## config.mk

```make
export PLATFORM = sky130hd
export DESIGN_NAME = demux_dispatch
export DESIGN_NICKNAME = d
export VERILOG_FILES = /design/src/rtl/demux_pkg.sv /design/src/rtl/demux_lane_buf.sv /design/src/rtl/demux_dispatch.sv
export SDC_FILE = /design/constraint.sdc
export NUM_CORES = 1
export LEC_CHECK = 0
export BUFFER_PORTS_ARGS = -buffer_cell sky130_fd_sc_hd__buf_2
export CORE_MARGIN = 2
export CORE_UTILIZATION = 46
export CTS_BUF_LIST = sky130_fd_sc_hd__clkbuf_16
export CTS_CLUSTER_DIAMETER = 40
export DETAILED_ROUTE_END_ITERATION = 10
export PLACE_DENSITY = 0.77
export SETUP_SLACK_MARGIN = 0.4
export SLEW_MARGIN = 30
export SYNTH_ARGS = -nofsm -noshare
export SYNTH_HDL_FRONTEND = slang
export SYNTH_SLANG_ARGS = --single-unit
```

## constraint.sdc

```tcl
create_clock -name clk -period 1.5 [get_ports clk]
set_input_delay 0.3 -clock clk [delete_from_list [all_inputs] [get_ports clk]]
set_output_delay 0.3 -clock clk [all_outputs]
set_load 0.005 [all_outputs]
```

## src/rtl/demux_pkg.sv

```systemverilog
// Shared types and defaults for the demux_dispatch block.
// Lane buffer state encoding and drop-counter width live here.
package demux_pkg;

   localparam int LANES_DEF  = 4;
   localparam int SEL_W_DEF  = 2;
   localparam int DROP_CNT_W = 8;

   typedef enum logic {
      LANE_EMPTY,
      LANE_FULL
   } lane_st_t;

endpackage

```

## src/rtl/demux_lane_buf.sv

```systemverilog
// One-entry output buffer for a single dispatcher lane.
// A write while the consumer takes the current word replaces it in the same cycle.
module demux_lane_buf
   import demux_pkg::*;
#(
   parameter int WIDTH = 1
) (
   input  logic             clk,
   input  logic             rst,
   input  logic             wr,
   input  logic [WIDTH-1:0] wdata,
   input  logic             rd_ready,
   output logic             valid,
   output logic [WIDTH-1:0] data,
   output logic             can_write
);

   lane_st_t         st_q, st_d;
   logic [WIDTH-1:0] data_q, data_d;

   always_comb begin
      // NOTE: defaults first so every path assigns st_d/data_d and no latch is inferred.
      st_d   = st_q;
      data_d = data_q;
      if (wr) begin
         st_d   = LANE_FULL;
         data_d = wdata;
      end else if (st_q == LANE_FULL && rd_ready) begin
         st_d = LANE_EMPTY;
      end
   end

   always_ff @(posedge clk) begin
      // NOTE: the data register is reset as well, because out_data must read 0 after reset.
      if (rst) begin
         st_q   <= LANE_EMPTY;
         data_q <= '0;
      end else begin
         st_q   <= st_d;
         data_q <= data_d;
      end
   end

   assign valid     = (st_q == LANE_FULL);
   assign data      = data_q;
   assign can_write = (st_q == LANE_EMPTY) || rd_ready;

endmodule

```

## src/rtl/demux_dispatch.sv

```systemverilog
// Registered, flow-controlled 1-to-LANES dispatcher with explicit or round-robin routing.
// Words aimed at a non-existent lane are accepted, discarded and counted.
module demux_dispatch
   import demux_pkg::*;
#(
   parameter int WIDTH = 1,
   parameter int LANES = LANES_DEF,
   parameter int SEL_W = SEL_W_DEF
) (
   input  logic                  clk,
   input  logic                  rst,
   input  logic [WIDTH-1:0]      in_data,
   input  logic [SEL_W-1:0]      in_sel,
   input  logic                  rr_mode,
   input  logic                  in_valid,
   output logic                  in_ready,
   output logic [LANES*WIDTH-1:0] out_data,
   output logic [LANES-1:0]      out_valid,
   input  logic [LANES-1:0]      out_ready,
   output logic [SEL_W-1:0]      rr_ptr,
   output logic                  drop_pulse,
   output logic [DROP_CNT_W-1:0] drop_cnt
);

   logic [SEL_W-1:0]      tgt;
   logic                  sel_oob;
   logic                  tgt_can_write;
   logic                  accept;
   logic                  drop;
   logic [LANES-1:0]      lane_wr;
   logic [LANES-1:0]      lane_can_write;

   logic [SEL_W-1:0]      rr_ptr_q, rr_ptr_d;
   logic                  drop_pulse_q, drop_pulse_d;
   logic [DROP_CNT_W-1:0] drop_cnt_q, drop_cnt_d;

   assign tgt     = rr_mode ? rr_ptr_q : in_sel;
   assign sel_oob = 32'(tgt) >= 32'(LANES);

   always_comb begin
      tgt_can_write = 1'b0;
      for (int k = 0; k < LANES; k++) begin
         if (tgt == SEL_W'(k)) tgt_can_write = lane_can_write[k];
      end
   end

   // Ready never looks at in_valid, so a producer may wait for ready before asserting valid.
   assign in_ready = !rst && (sel_oob || tgt_can_write);
   assign accept   = in_valid && in_ready;
   assign drop     = accept && sel_oob;

   always_comb begin
      lane_wr = '0;
      for (int k = 0; k < LANES; k++) begin
         lane_wr[k] = accept && (tgt == SEL_W'(k));
      end
   end

   for (genvar g = 0; g < LANES; g++) begin : g_lane
      demux_lane_buf #(.WIDTH(WIDTH)) u_buf (
         .clk       (clk),
         .rst       (rst),
         .wr        (lane_wr[g]),
         .wdata     (in_data),
         .rd_ready  (out_ready[g]),
         .valid     (out_valid[g]),
         .data      (out_data[g*WIDTH +: WIDTH]),
         .can_write (lane_can_write[g])
      );
   end

   always_comb begin
      rr_ptr_d     = rr_ptr_q;
      drop_pulse_d = drop;
      drop_cnt_d   = drop_cnt_q;
      // The pointer stalls on a blocked lane instead of skipping, keeping word order strict.
      if (accept && rr_mode) begin
         rr_ptr_d = (rr_ptr_q == SEL_W'(LANES - 1)) ? '0 : rr_ptr_q + 1'b1;
      end
      if (drop && drop_cnt_q != '1) begin
         drop_cnt_d = drop_cnt_q + 1'b1;
      end
   end

   always_ff @(posedge clk) begin
      if (rst) begin
         rr_ptr_q     <= '0;
         drop_pulse_q <= 1'b0;
         drop_cnt_q   <= '0;
      end else begin
         rr_ptr_q     <= rr_ptr_d;
         drop_pulse_q <= drop_pulse_d;
         drop_cnt_q   <= drop_cnt_d;
      end
   end

   assign rr_ptr     = rr_ptr_q;
   assign drop_pulse = drop_pulse_q;
   assign drop_cnt   = drop_cnt_q;

endmodule

```

==> impl_metrics.json <==
{
  "start_util": 0.485,
  "clk-insertion-delay-late_ns": 0.23,
  "grt_first_pass_wirelength_microns": 2790,
  "cap_viol_max_count": 0,
  "synth_warnings": 0,
  "violations": "negative setup slack",
  "finalHoldViolations": 0,
  "fin_area_sq_mm": 0.00108,
  "reg2reg_from": "rr_ptr[1]",
  "cts_root_buf": "clkbuf_16",
  "pwr-share-comb": 0.172,
  "hp-class": "in -> reg",
  "die_w_microns": 43.6,
  "pwr-share-seq": 0.312,
  "seq_area_frac_synth": 0.277,
  "switchingPower_w": 0.000205,
  "core-area_sq_mm": 0.00149,
  "wl_met3_microns": 155,
  "syn_avg_cell_area_sq_um": 8.70,
  "row_count": 14,
  "met2_length_microns": 1050,
  "htree_levels": 1,
  "skew_ns": 0.00276,
  "grt_pass1_vias": 649,
  "place.gp.congestion": 0.861,
  "dr.pass1.iters": 4,
  "sw_frac_of_total": 0.224,
  "p_leak_nw": 0.520,
  "ys_ff_latch": 10,
  "grt_overflow_total": 0,
  "n_antenna_cell": 0,
  "dieArea_sq_mm": 0.00190,
  "drtIter0Drc": 13,
  "io_buffers": 21,
  "syn-instance-count": 83,
  "outcome": "complete, but fails checks",
  "setup_viol": 1,
  "crit_path_max_fanout": 5,
  "startpoint_type": "flop",
  "cts_made_buffers": 3,
  "antenna_found_initial": 0,
  "path_cells": "and3b_2, o21bai_4, nand4_1, nor2_1, buf_2",
  "clock-sinks": 10,
  "syn2layout_area_growth_pct": 49.2,
  "fin_crit_sh": 1.08,
  "whs_ns": 0.362,
  "cp-end-kind": "output pin",
  "ys_types": 25,
  "cp.required_ns": 1.20,
  "cts_tree": "done",
  "powerDensity_mw_per_mm2": 848,
  "internal_power_w": 0.000709,
  "routed-via-count": 704,
  "routed.top_layer": "met4",
  "max-vdd-ir-drop_v": 0.00103,
  "slowest_delay_ns": 0.36,
  "postLayoutSetupSlackWorst_ns": -0.127,
  "dpl_cell_area_sq_um": 806,
  "boundaryPins": 31,
  "rsz0062_at_grt": "yes",
  "drv_slew": 0,
  "wl_met1_microns": 837,
  "nets": 128,
  "power_w": 0.000914,
  "fin_crit_ns": 1.63,
  "clk_path_buf_depth": 2,
  "arrival_ns": 1.33,
  "vias_per_cell": 5.37,
  "cts-hold-fix-buffers": 0,
  "die_h_microns": 43.6,
  "wire_per_inst_microns": 15.7,
  "crit_type": "reg -> out",
  "startpoint": "rr_ptr[1]",
  "grt_usage": 0.201,
  "pre_cts_slack_ns": -0.00823,
  "ant_nets": 0,
  "grt_max_degree": 11,
  "path_clk_slew_ns": 0.04,
  "drc_errors": 0,
  "r2r_slack_ns": 0,
  "hpwlAfterDp_microns": 1140,
  "crit_slowest_cell": "dfxtp_4",
  "layout-drive-gt1-share": 0.496,
  "max_clock_freq_ghz": 0.615,
  "pwr-share-clk": 0.516,
  "min_from": "in_data",
  "syn_area_sq_um": 722,
  "finalWirelength_microns": 2060
}
-- cells by family (layout without fill, tap and decap cells) --
| group | after synthesis | count (layout) | share of synthesized area |
|---|---|---|---|
| AO/OA/AOI/OAI | 24 | 24 | 0.237 |
| adder cells (fa/ha/maj) | 1 | 1 | 0.0173 |
| buffers and inverters | 20 | 44 | 0.194 |
| flip-flops | 10 | 10 | 0.277 |
| multiplexers | 4 | 4 | 0.0555 |
| other | 1 | 9 | 0.00519 |
| AND/OR/NAND/NOR | 23 | 23 | 0.213 |
-- cell type report --
type,count,area (sq um)
timing repair buffer,40,317
tap,16,20.0
clock buffer,3,75.1
sequential,10,208
fill,113,412
multi-input combinational,61,454
clock inverter,1,3.75
-- layer usage --
layer | vias up | global-route usage
met2 | 37 | 0.356
met5 | - | 0
met1 | 323 | 0.237
met3 | 2 | 0.0625
li1 | 342 | -
met4 | 0 | 0.0424
-- repair_timing --
item	in CTS	in global routing
buffers inserted	9	3
endpoints found under the setup margin	7	10
pin swaps	7	12
gates resized for setup	9	14
-- layout by cell type, fill, tap and decap left out --
| master | Yosys | final |
|---|---|---|
| clkbuf_16 | 0 | 3 |
| conb_1 | 1 | 9 |
| o21bai_1 | 4 | 2 |
| clkinv_1 | 0 | 1 |
| or4b_4 | 1 | 1 |
| buf_4 | 17 | 8 |
| nor3_1 | 1 | 1 |
| and3b_2 | 0 | 2 |
| nor3b_1 | 2 | 1 |
| o211ai_1 | 4 | 4 |
| o2111a_1 | 1 | 1 |
| ha_1 | 1 | 1 |
| mux2i_1 | 4 | 4 |
| buf_12 | 0 | 1 |
| buf_6 | 0 | 13 |
| dfxtp_1 | 10 | 8 |
| o21ai_2 | 0 | 1 |
| and3_4 | 0 | 1 |
| dfxtp_4 | 0 | 2 |
| nand2b_1 | 4 | 4 |
| o21bai_4 | 0 | 1 |
| o2111ai_2 | 1 | 1 |
| o21bai_2 | 0 | 1 |
| buf_2 | 1 | 18 |
| nand4_1 | 3 | 3 |
| or2b_1 | 1 | 1 |
| and3b_1 | 3 | 1 |
| nor2_1 | 6 | 6 |
| o21ba_2 | 2 | 2 |
| nor3b_4 | 0 | 2 |
| a21oi_1 | 6 | 6 |
| o31ai_1 | 2 | 2 |
| o21ai_0 | 4 | 3 |
-- metrics by stage --
| stage | utilization | cells | TNS [ns] |
|---|---|---|---|
| floorplan | - | 91 | 0 |
| global placement | 0.541 | 115 | 0 |
| detailed placement | 0.541 | 115 | -0.00823 |
| CTS | 0.671 | 128 | -0.0912 |
| global route | 0.724 | 131 | -0.286 |
| finish | 0.724 | 131 | -0.127 |
-- power by group through the flow --
stage	logic, W	clock network, W	registers (W)
6_report	0.000157	0.000471	0.000285
3_3_place_gp	0.000103	0	0.000291
4_1_cts	0.000134	0.000470	0.000285
5_1_grt	0.000169	0.000489	0.000287
3_5_place_dp	0.000105	0	0.000292
2_1_floorplan	0.0000929	0	0.000290
-- worst paths after layout --
kind	to	depth (start not counted)
setup / recovery	in_ready	5
hold / removal	g_lane[1].u_buf.data	3
setup reg to reg	rr_ptr[1]	9
hold reg to reg	g_lane[2].u_buf.data	2
-- critical path: cells and delay by family (launching register included) --
kind | cells | cell delay, ns
simple gates | 3 | 0.47
flops | 1 | 0.36
compound gates | 1 | 0.14
buf+inv | 1 | 0.12
-- registers in the layout, indices dropped and copies added (netlist names) --
register and cells:
g_lane.u_buf.data 4, rr_ptr 2, g_lane.u_buf.valid 4
-- synthesized netlist by cell type --
cell	count	share of area
conb_1	1	0.0052
nor3b_1	2	0.021
nand2b_1	4	0.035
o2111ai_2	1	0.021
o2111a_1	1	0.016
or4b_4	1	0.019
ha_1	1	0.017
o21ba_2	2	0.028
nor2_1	6	0.031
o211ai_1	4	0.042
nor3_1	1	0.0069
a21oi_1	6	0.042
buf_2	1	0.0069
o21ai_0	4	0.028
nand4_1	3	0.026
or2b_1	1	0.010
dfxtp_1	10	0.28
clkbuf_1	2	0.010
o21bai_1	4	0.042
and3_2	1	0.010
o31ai_1	2	0.021
and3b_1	3	0.036
buf_4	17	0.18
mux2i_1	4	0.055
nor3b_2	1	0.017
No activity file was read; power rests on OpenSTA's default activity.
